--- src/rtl/spi_reg_controller.sv ---
// Byte-level sequencer behind SPISlave: decodes the command byte, answers reads
// from control registers or a frame-start status snapshot, and commits writes.
module spi_reg_controller #(
    parameter logic [7:0] ID_BYTE = 8'hD5
) (
    input  logic        clk_system,
    input  logic        reset_n,
    input  logic        slave_select_n,
    input  logic [7:0]  rd_data,
    input  logic        new_data,
    output logic        latch,
    output logic [7:0]  wr_data,
    input  logic [63:0] status_in,
    output logic [63:0] ctrl_regs,
    output logic [7:0]  ctrl_wr_strobe,
    output logic        frame_active,
    output logic        addr_err
);

    localparam logic [1:0] ST_IDLE  = 2'd0;
    localparam logic [1:0] ST_CMD   = 2'd1;
    localparam logic [1:0] ST_WRITE = 2'd2;
    localparam logic [1:0] ST_READ  = 2'd3;

    logic        ss_meta_q, ss_sync_q;
    logic [1:0]  state_q, state_d;
    logic [6:0]  addr_q, addr_d;
    logic [63:0] ctrl_q, ctrl_d;
    logic [63:0] snap_q, snap_d;
    logic        latch_q, latch_d;
    logic [7:0]  wr_data_q, wr_data_d;
    logic [7:0]  strobe_q, strobe_d;
    logic        active_q, active_d;
    logic        err_q, err_d;
    logic [6:0]  addr_inc;

    assign addr_inc = addr_q + 7'd1;

    // 0x00-0x07 control, 0x08-0x0F snapshot, everything else reads as zero.
    function automatic logic [7:0] reg_value(input logic [6:0] a,
                                             input logic [63:0] ctrl,
                                             input logic [63:0] snap);
        logic [7:0] v;
        v = 8'h00;
        if (a[6:3] == 4'd0)
            v = ctrl[{a[2:0], 3'b000} +: 8];
        else if (a[6:3] == 4'd1)
            v = snap[{a[2:0], 3'b000} +: 8];
        return v;
    endfunction

    always_comb begin
        state_d   = state_q;
        addr_d    = addr_q;
        ctrl_d    = ctrl_q;
        snap_d    = snap_q;
        latch_d   = 1'b0;
        wr_data_d = wr_data_q;
        strobe_d  = 8'h00;
        active_d  = active_q;
        err_d     = 1'b0;
        case (state_q)
            ST_IDLE: begin
                if (!ss_sync_q) begin
                    snap_d    = status_in;
                    latch_d   = 1'b1;
                    wr_data_d = ID_BYTE;
                    active_d  = 1'b1;
                    state_d   = ST_CMD;
                end
            end
            ST_CMD: begin
                if (new_data) begin
                    addr_d  = rd_data[6:0];
                    err_d   = (rd_data[6:4] != 3'd0);
                    latch_d = 1'b1;
                    if (rd_data[7]) begin
                        wr_data_d = reg_value(rd_data[6:0], ctrl_q, snap_q);
                        state_d   = ST_READ;
                    end else begin
                        wr_data_d = rd_data;
                        state_d   = ST_WRITE;
                    end
                end
            end
            ST_WRITE: begin
                if (new_data) begin
                    if (addr_q[6:3] == 4'd0) begin
                        ctrl_d[{addr_q[2:0], 3'b000} +: 8] = rd_data;
                        strobe_d[addr_q[2:0]]              = 1'b1;
                    end
                    err_d     = (addr_q[6:4] != 3'd0);
                    latch_d   = 1'b1;
                    wr_data_d = rd_data;
                    addr_d    = addr_inc;
                end
            end
            default: begin
                // The error is reported once the unmapped byte has been shifted out.
                if (new_data) begin
                    err_d     = (addr_q[6:4] != 3'd0);
                    addr_d    = addr_inc;
                    latch_d   = 1'b1;
                    wr_data_d = reg_value(addr_inc, ctrl_q, snap_q);
                end
            end
        endcase
        if (state_q != ST_IDLE && ss_sync_q) begin
            state_d  = ST_IDLE;
            active_d = 1'b0;
        end
    end

    always_ff @(posedge clk_system or negedge reset_n) begin
        if (!reset_n) begin
            ss_meta_q <= 1'b1;
            ss_sync_q <= 1'b1;
            state_q   <= ST_IDLE;
            addr_q    <= 7'd0;
            ctrl_q    <= 64'd0;
            snap_q    <= 64'd0;
            latch_q   <= 1'b0;
            wr_data_q <= 8'h00;
            strobe_q  <= 8'h00;
            active_q  <= 1'b0;
            err_q     <= 1'b0;
        end else begin
            ss_meta_q <= slave_select_n;
            ss_sync_q <= ss_meta_q;
            state_q   <= state_d;
            addr_q    <= addr_d;
            ctrl_q    <= ctrl_d;
            snap_q    <= snap_d;
            latch_q   <= latch_d;
            wr_data_q <= wr_data_d;
            strobe_q  <= strobe_d;
            active_q  <= active_d;
            err_q     <= err_d;
        end
    end

    assign latch          = latch_q;
    assign wr_data        = wr_data_q;
    assign ctrl_regs      = ctrl_q;
    assign ctrl_wr_strobe = strobe_q;
    assign frame_active   = active_q;
    assign addr_err       = err_q;

endmodule

--- config.mk ---
export PLATFORM = sky130hd
export DESIGN_NAME = spi_reg_controller
export DESIGN_NICKNAME = d
export VERILOG_FILES = /design/src/rtl/spi_reg_controller.sv
export SDC_FILE = /design/constraint.sdc
export NUM_CORES = 1
export LEC_CHECK = 0
export CAP_MARGIN = 20
export CELL_PAD_IN_SITES_DETAIL_PLACEMENT = 1
export CELL_PAD_IN_SITES_GLOBAL_PLACEMENT = 1
export CORE_ASPECT_RATIO = 1.1
export CORE_UTILIZATION = 46
export DETAILED_ROUTE_END_ITERATION = 8
export PLACE_DENSITY = 0.88
export SLEW_MARGIN = 20
export SYNTH_ARGS = -nofsm -noshare
export SYNTH_HDL_FRONTEND = slang
export SYNTH_SLANG_ARGS = --single-unit
--- constraint.sdc ---
create_clock -name clk_system -period 8.4 [get_ports clk_system]
set_input_delay 1.68 -clock clk_system [delete_from_list [all_inputs] [get_ports clk_system]]
set_output_delay 1.68 -clock clk_system [all_outputs]
set_load 0.02 [all_outputs]
=== After elaboration in Yosys (flattened, before gate mapping) ===
Cells that the tools add are included.

* Add/subtract/negate cells: 2
* Magnitude comparators: 2
* Eq/ne operators: 10
* Shifts and indexed selects: 6
* Muxes and demuxes: 33
* Bitwise gates (word level): 2
* Reductions and logical operators: 18

{| class="wikitable"
|+ Operators by type and width
! cell !! number
|-
| variable part select 64 x 7 -> 8 bit || 4
|-
| two-way mux 8 bit || 12
|-
| bitwise mux 64 bit || 1
|-
| variable shift 8 x 8 -> 64 bit (first input constant) || 1
|-
| variable part select 8 x 8 -> 64 bit || 1
|-
| case mux 8 bit (3 select lines) || 1
|-
| two-way mux 7 bit || 2
|-
| case mux 7 bit (2 select lines) || 1
|-
| logical NOT 4 bit || 3
|-
| two-way mux 1 bit || 10
|-
| nonzero test 3 bit || 3
|-
| == test 4 x 1 -> 1 bit (second input constant) || 2
|-
| negation 6 -> 8 bit || 1
|-
| adder 7 x 1 -> 7 bit (second input constant) || 1
|-
| two-way mux 2 bit || 3
|-
| inequality test 2 bit (second input constant) || 3
|-
| inequality test 3 bit (second input constant) || 2
|-
| AND reduction 2 bit || 3
|-
| AND reduction 3 bit || 2
|-
| nonzero test 2 bit || 3
|-
| < comparator 3 x 4 -> 1 bit (second input constant) || 1
|-
| case mux 2 bit (2 select lines) || 1
|-
| AND reduction 4 bit || 1
|-
| demux 1 bit (select 3 bit) || 1
|-
| 8 further kinds || 10
|}

* Bits in registers: 158
* Output and inout port bits: 83
* Word-level logic and storage cells: 84

=== Depth between registers and ports, before layout ===
Gate-level depths: netlist of run 1.

* Depth after elaboration: 7
* Depth in mapped cells: 12
* Gate-level depth less buffers: 7

=== Worst setup path before layout of run 1 ===
No wires, ideal clock.

* Kind: input -> register
* Start point: input port rd_data[1]
* End point: register wr_data_q[1], in the netlist wr_data[1]
* Library setup time: 0.126 ns
* Arrival: 3.193 ns
* Path slack: 5.080 ns
* Stages: 7
* Buffers on the path: 2
* Cells stage by stage: buf_2 buf_2 mux4_2 a22oi_1 o21ai_0 a21oi_1 o22ai_1

* Cells in the longest elaborated chain, start to end: 6

{| class="wikitable"
|+ RTL lines
! element !! line !! source
|-
| start, declared || 9 || <nowiki>input logic [7:0] rd_data,</nowiki>
|-
| variable part select 64 x 7 -> 8 bit || 48 || <nowiki>v = snap[{a[2:0], 3'b000} +: 8];</nowiki>
|-
| two-way mux 8 bit || 47 || <nowiki>else if (a[6:3] == 4'd1)</nowiki>
|-
| two-way mux 8 bit || 45 || <nowiki>if (a[6:3] == 4'd0)</nowiki>
|-
| two-way mux 8 bit || 77 || <nowiki>if (rd_data[7]) begin</nowiki>
|-
| two-way mux 8 bit || 73 || <nowiki>if (new_data) begin</nowiki>
|-
| case mux 8 bit (3 select lines) (*) || 62 || <nowiki>case (state_q)</nowiki>
|-
| end signal, assigned || 135 || <nowiki>wr_data_q <= wr_data_d;</nowiki>
|-
| end, declared || 31 || <nowiki>logic [7:0] wr_data_q, wr_data_d;</nowiki>
|}

Every way passes the cells marked *; elsewhere a longest branch is shown, timed or not. The select of a mux whose other input is x is not followed.
A chain may end at the register's enable or synchronous reset.

=== Worst setup path in the final report of run 1 ===
* Start point: input port new_data
* End point: register ctrl_q[33], in the netlist ctrl_regs[33]

* Cells in the longest elaborated chain, start to end: 1

{| class="wikitable"
|+ RTL lines
! element !! line !! source
|-
| start, declared || 10 || <nowiki>input logic new_data,</nowiki>
|-
| AND reduction 3 bit (no line) || -- ||
|-
| end signal, assigned || 132 || <nowiki>ctrl_q <= ctrl_d;</nowiki>
|-
| end, declared || 28 || <nowiki>logic [63:0] ctrl_q, ctrl_d;</nowiki>
|}

Every way passes these cells.

==> metrics, run 1 <==
post-synthesis instance area=0.00885 sq mm; worst r2r src=addr_q[1]; slowest stage delay, CP=870 ps; CP max FO=17; prevailing post-synth register cell=dfrtp_1; layout cells sized above 1=0.293; critical path class=input pin to flip-flop; clock period minus worst slack=3970 ps; filler cell count=1,833; Reg2Reg Depth=6; DR WL/cell=27.5 um; pre-CTS setup slack=4160 ps; Max Clk Rate=0.252 GHz; largest buffer count on any clock path=2; CTS tree=yes; antenna-violating nets left=0; # port buffers=158; Worst Path Buf+Inv=1; Post-DP HPWL=20,400 um; Tot GR Track Use=0.315; synth warn=0; clock slew at reported path FFs=70 ps; Congestion Overflow GR=0; Mapped Cells=689; Slew @ Worst Pin=1120 ps; number of flops mapped to enable cells by yosys=0; RePlAce Congestion=approximately 0.97; nets=901; setup ws final=4430 ps; GRT busiest layer=met2; # diodes=0; Final Max Tran Viols=0; PostCTS Resize Cnt=0; DRC=0; syn nets=about 770; largest net degree at the start of global routing=97; WHS Path Cells=0; Leak=4.67 nW; Hold WS=about 360 ps; Final period util=0.472; initial antenna violation count=0; met3 usage=0.0501; Worst R2R End=ctrl_regs[33]; Area growth syn-to-layout=25.5%; worst hold path type=flip-flop to flip-flop; Fin Setup TNS=0 ps; crit path cell chain=clkdlybuf4s50_1 -> and4b_1 -> and3_1 -> mux2_2; Worst path slowest cell=clkdlybuf4s50_1; M1 GR Usage=0.404; final setup fails=0; top cell family by delay on the critical path=simple AND/OR/NAND/NOR gates; die width=134 um; Seq/Total Area, Yosys=0.447; clk_skew=10.1 ps; Core Rows=52; initial core utilization=0.475; clk sinks=approximately 160; vias=approximately 7,000; RSZ-0062 raised after global routing=no; Hold Path Sink=ss_sync_q; status=finished, final reports clean; Clock H-tree levels=4; Peak VDD IR=about 0.00022 V; routed wire length=29,500 um; hold_buf cts=0; root buf cell=clkbuf_16; final hold vios=0; die area=0.0198 sq mm; core area=0.0186 sq mm; CP Data Arrival Time=4300 ps; CP required=8730 ps; post-synthesis area per instance=12.8 sq um; vias in the first global route=7,503; Initial DRC Count=670; GRT met2 Usage=0.509; DRT Pass-1 Iters=4; synthesized flop and latch total=158; Post-CTS Setup Bufs=0; first-pass GRT wire length=45,900 um; die height=147 um; Crit. End Element=flip-flop; slew margin rel.=0.251; Async SR Flop Fraction=1.00; max-cap violation count=0; Num CTS Buffers=17; Pwr per Cell Area=334 mW/mm^2; I/O Pins=159; worst reg-to-reg setup slack=5140 ps; most frequent cells in the layout=155 x dfrtp_1, 155 x clkdlybuf4s50_1, 107 x mux2_2; crit start category=input pin; Via density=6.40; total power=3.70 mW; Skew-Pair Late Insertion Delay=450 ps; Synth cell types=55; Hold Crit Start=ss_meta_q
worst reg2reg max path: stages, from the launching register on:
cell     delay (ps)
dfrtp_1         590
inv_1           220
ha_2            220
ha_1            290
nor2_2          650
and3_1          760
mux2_2          430
per-stage QoR:
| stage | std cells | instance area [sq um] | util |
|---|---|---|---|
| after floorplan | 689 | 8850 | - |
| after global placement | 1041 | 10500 | 0.563 |
| after detailed placement | 1041 | 10500 | 0.563 |
| after global routing | 1073 | 11100 | 0.597 |
| after CTS | 1073 | 11100 | 0.597 |
| final | 1073 | 11100 | 0.597 |
cell families (layout without fill, tap and decap cells):
family | Yosys count | after routing | synth area share
multiplexers | 200 | 200 | 0.332
AND/OR/NAND/NOR | 135 | 135 | 0.0823
flip-flops | 158 | 158 | 0.447
AO/OA/AOI/OAI | 106 | 106 | 0.0781
adder cells (fa/ha/maj) | 8 | 8 | 0.0113
buffers and inverters | 81 | 222 | 0.0472
XOR/XNOR | 1 | 1 | 0.00184
power breakdown:
| part | internal [mW] | leakage [nW] | total [mW] | switching [mW] |
|---|---|---|---|---|
| logic | 0.791 | 2.43 | 1.63 | 0.842 |
| registers | 0.978 | 1.95 | 1.22 | 0.242 |
| clock network | 0.502 | 0.298 | 0.851 | 0.349 |
| total | 2.27 | 4.67 | 3.70 | 1.43 |
cells in the mapped netlist (all sizes together) (2+ instances only):
cell type / n / area (sq um)
dfstp: 2 / 52.6
nor3b: 3 / 22.5
inv: 24 / 90.1
a221oi: 2 / 17.5
and3: 14 / 87.6
or4b: 2 / 20.0
o21ai: 46 / 249
nand4: 4 / 40.0
o211a: 2 / 20.0
nand2: 31 / 116
buf: 34 / 241
nor2b: 6 / 37.5
o22ai: 11 / 68.8
a21oi: 22 / 110
nor4: 8 / 50.1
mux2: 107 / 1200
o22a: 6 / 60.1
nor3: 6 / 35.0
nor2: 25 / 93.8
nand3b: 2 / 15.0
mux2i: 29 / 290
or2: 2 / 12.5
a22oi: 4 / 30.0
o221a: 3 / 33.8
and2: 7 / 43.8
nand3: 21 / 115
a21o: 2 / 15.0
clkbuf: 22 / 82.6
dfrtp: 156 / 3900
ha: 8 / 100
mux4: 64 / 1440
worst max-delay path by stage:
stage	startpoint	to	cells past startpoint
after floorplan	rd_data[1]	wr_data[1]	7
after detailed placement	new_data	ctrl_regs[32]	4
final	new_data	ctrl_regs[33]	4
after global routing	new_data	ctrl_regs[33]	4
after CTS	new_data	ctrl_regs[33]	4
after global placement	new_data	wr_data[0]	7
per-layer routing:
layer  share of wire  routed length [um]
met3           0.058                1720
met5               0                   0
met4           0.052                1540
met2            0.50               14900
met1            0.39               11400
area by class of cell:
type | count | area, sq um | share of cell area
Clock buffer | 17 | 425 | 0.0383
Clock inverter | 15 | 208 | 0.0187
Inverter | 25 | 93.8 | 0.00845
Multi-Input combinational cell | 450 | 4490 | 0.404
Sequential cell | 158 | 3960 | 0.356
Tap cell | 243 | 304 | 0.0274
Timing Repair Buffer | 165 | 1630 | 0.146
flip-flops by register name, indices dropped and copies added (netlist names), 2 cells and up:
name	count
addr_q	7
ctrl_wr_strobe	8
state_q	2
wr_data	8
snap_q	64
ctrl_regs	64
(Power assumes the default switching activity.)
==> inputs of run 2 (changes only) <==
Settings changed: CORE_UTILIZATION 46 to 39, PLACE_DENSITY 0.88 to 0.79.
Clock period 8.4 ns to 3.6 ns, I/O delays scaled along.
==> run 2 against run 1 <==
Against the previous run:
- sequential power grew 130%
- flip-flop and latch count is the same
- combinational power rose by 140%
- global-route usage fell by 5.4 points
- critical path depth rose by 2
- first-iteration DRC count down 14%
- largest power group unchanged
- non-clock buffer count rose by 21
- count of clock-buffer cells in the layout grew 2
- wire length down 0.36%
==> metrics, run 2 (synthesized netlist as in run 1, its figures left out) <==
DRC=0; clk_skew=8.97 ps; Final period util=0.837; final setup fails=0; Pwr per Cell Area=767 mW/mm^2; CP max FO=21; Crit. End Element=flip-flop; vias in the first global route=7,261; Tot GR Track Use=0.261; DR WL/cell=between 20 and 30 um; final hold vios=0; Area growth syn-to-layout=28.3%; Skew-Pair Late Insertion Delay=430 ps; initial core utilization=0.399; clk sinks=158; total power=8.71 mW; Worst path slowest cell=nor4_1; first-pass GRT wire length=45,400 um; Peak VDD IR=between 0.0003 and 0.0004 V; die area=0.0233 sq mm; slew margin rel.=0.278; root buf cell=clkbuf_16; routed wire length=slightly below 30,000 um; Max Clk Rate=~0.33 GHz; RePlAce Congestion=0.878; most frequent cells in the layout=155 x dfrtp_1, 155 x clkdlybuf4s50_1, 107 x mux2_2; clock slew at reported path FFs=approximately 70 ps; I/O Pins=159; filler cell count=2,302; Clock H-tree levels=4; crit start category=flip-flop; max-cap violation count=0; die height=160 um; initial antenna violation count=1; largest buffer count on any clock path=2; Worst Path Buf+Inv=2; Post-CTS Setup Bufs=0; Initial DRC Count=575; Num CTS Buffers=17; crit path cell chain=inv_1 -> ha_2 -> buf_4 -> nor4_1 -> nand3_1 -> o21ai_0; Via density=between 5 and 6; vias=between 6,000 and 7,000; Final Max Tran Viols=0; Core Rows=57; Leak=4.79 nW; worst hold path type=input pin to asynchronous set/reset pin; top cell family by delay on the critical path=simple AND/OR/NAND/NOR gates; CP Data Arrival Time=3340 ps; Congestion Overflow GR=0; Post-DP HPWL=roughly 21,000 um; DRT Pass-1 Iters=5; Fin Setup TNS=0 ps; largest net degree at the start of global routing=70; antenna-violating nets left=0; core area=0.0222 sq mm; CTS tree=yes; die width=146 um; RSZ-0062 raised after global routing=no; hold_buf cts=0; nets=922; Slew @ Worst Pin=between 1000 and 1500 ps; slowest stage delay, CP=around 920 ps; Core Util, Final=0.512; CP required=3920 ps; clock period minus worst slack=3010 ps; status=finished, final reports clean; PostCTS Resize Cnt=0; critical path class=flip-flop to flip-flop; layout cells sized above 1=0.309; # port buffers=158
## run 2: worst paths after layout
path,startpoint,end,slack [ps],cells after the start
max in group asynchronous,reset_n,ss_meta_q,2340,2
worst max register to register,addr_q[1],ctrl_regs[58],590,6
worst min register to register,ss_meta_q,ss_sync_q,350,0
worst max-delay path,addr_q[1],ctrl_regs[58],590,6
worst min-delay path,reset_n,ctrl_regs[5],300,1
min in group clk_system,ss_meta_q,ss_sync_q,350,0
## run 2: area by class of cell
type	count	area, sq um	share of cell area
flip-flops and latches	158	3960	0.349
clock buffers	19	453	0.0399
well taps	295	369	0.0325
diodes	2	5.00	0.000441
clock inverters	13	163	0.0143
repair buffers	186	1830	0.161
multi-input cells	450	4480	0.394
inverters	25	93.8	0.00827
## run 2: metrics by stage
step,instance area [sq um],hold slack [ps],setup WS (ps),std cells
after floorplan,8850,345,929,689
after global placement,10700,347,633,1114
after detailed placement,10700,350,526,1114
after CTS,11300,321,603,1146
after global routing,11300,343,403,1147
final,11400,298,585,1148
## run 2: power by group
part           internal (mW)  switching, mW
clock                   1.13          0.780
combinational           1.94           2.05
sequential              2.28          0.517
total                   5.36           3.35
## run 2: routing by layer
metal,routed length [um],vias up,track usage,share of wire
met1,11800,3561,0.341,0.40
met3,1710,44,0.0409,0.058
met4,918,0,0.116,0.031
met5,0,-,0,0
li1,-,2905,-,-
met2,15000,283,0.431,0.51
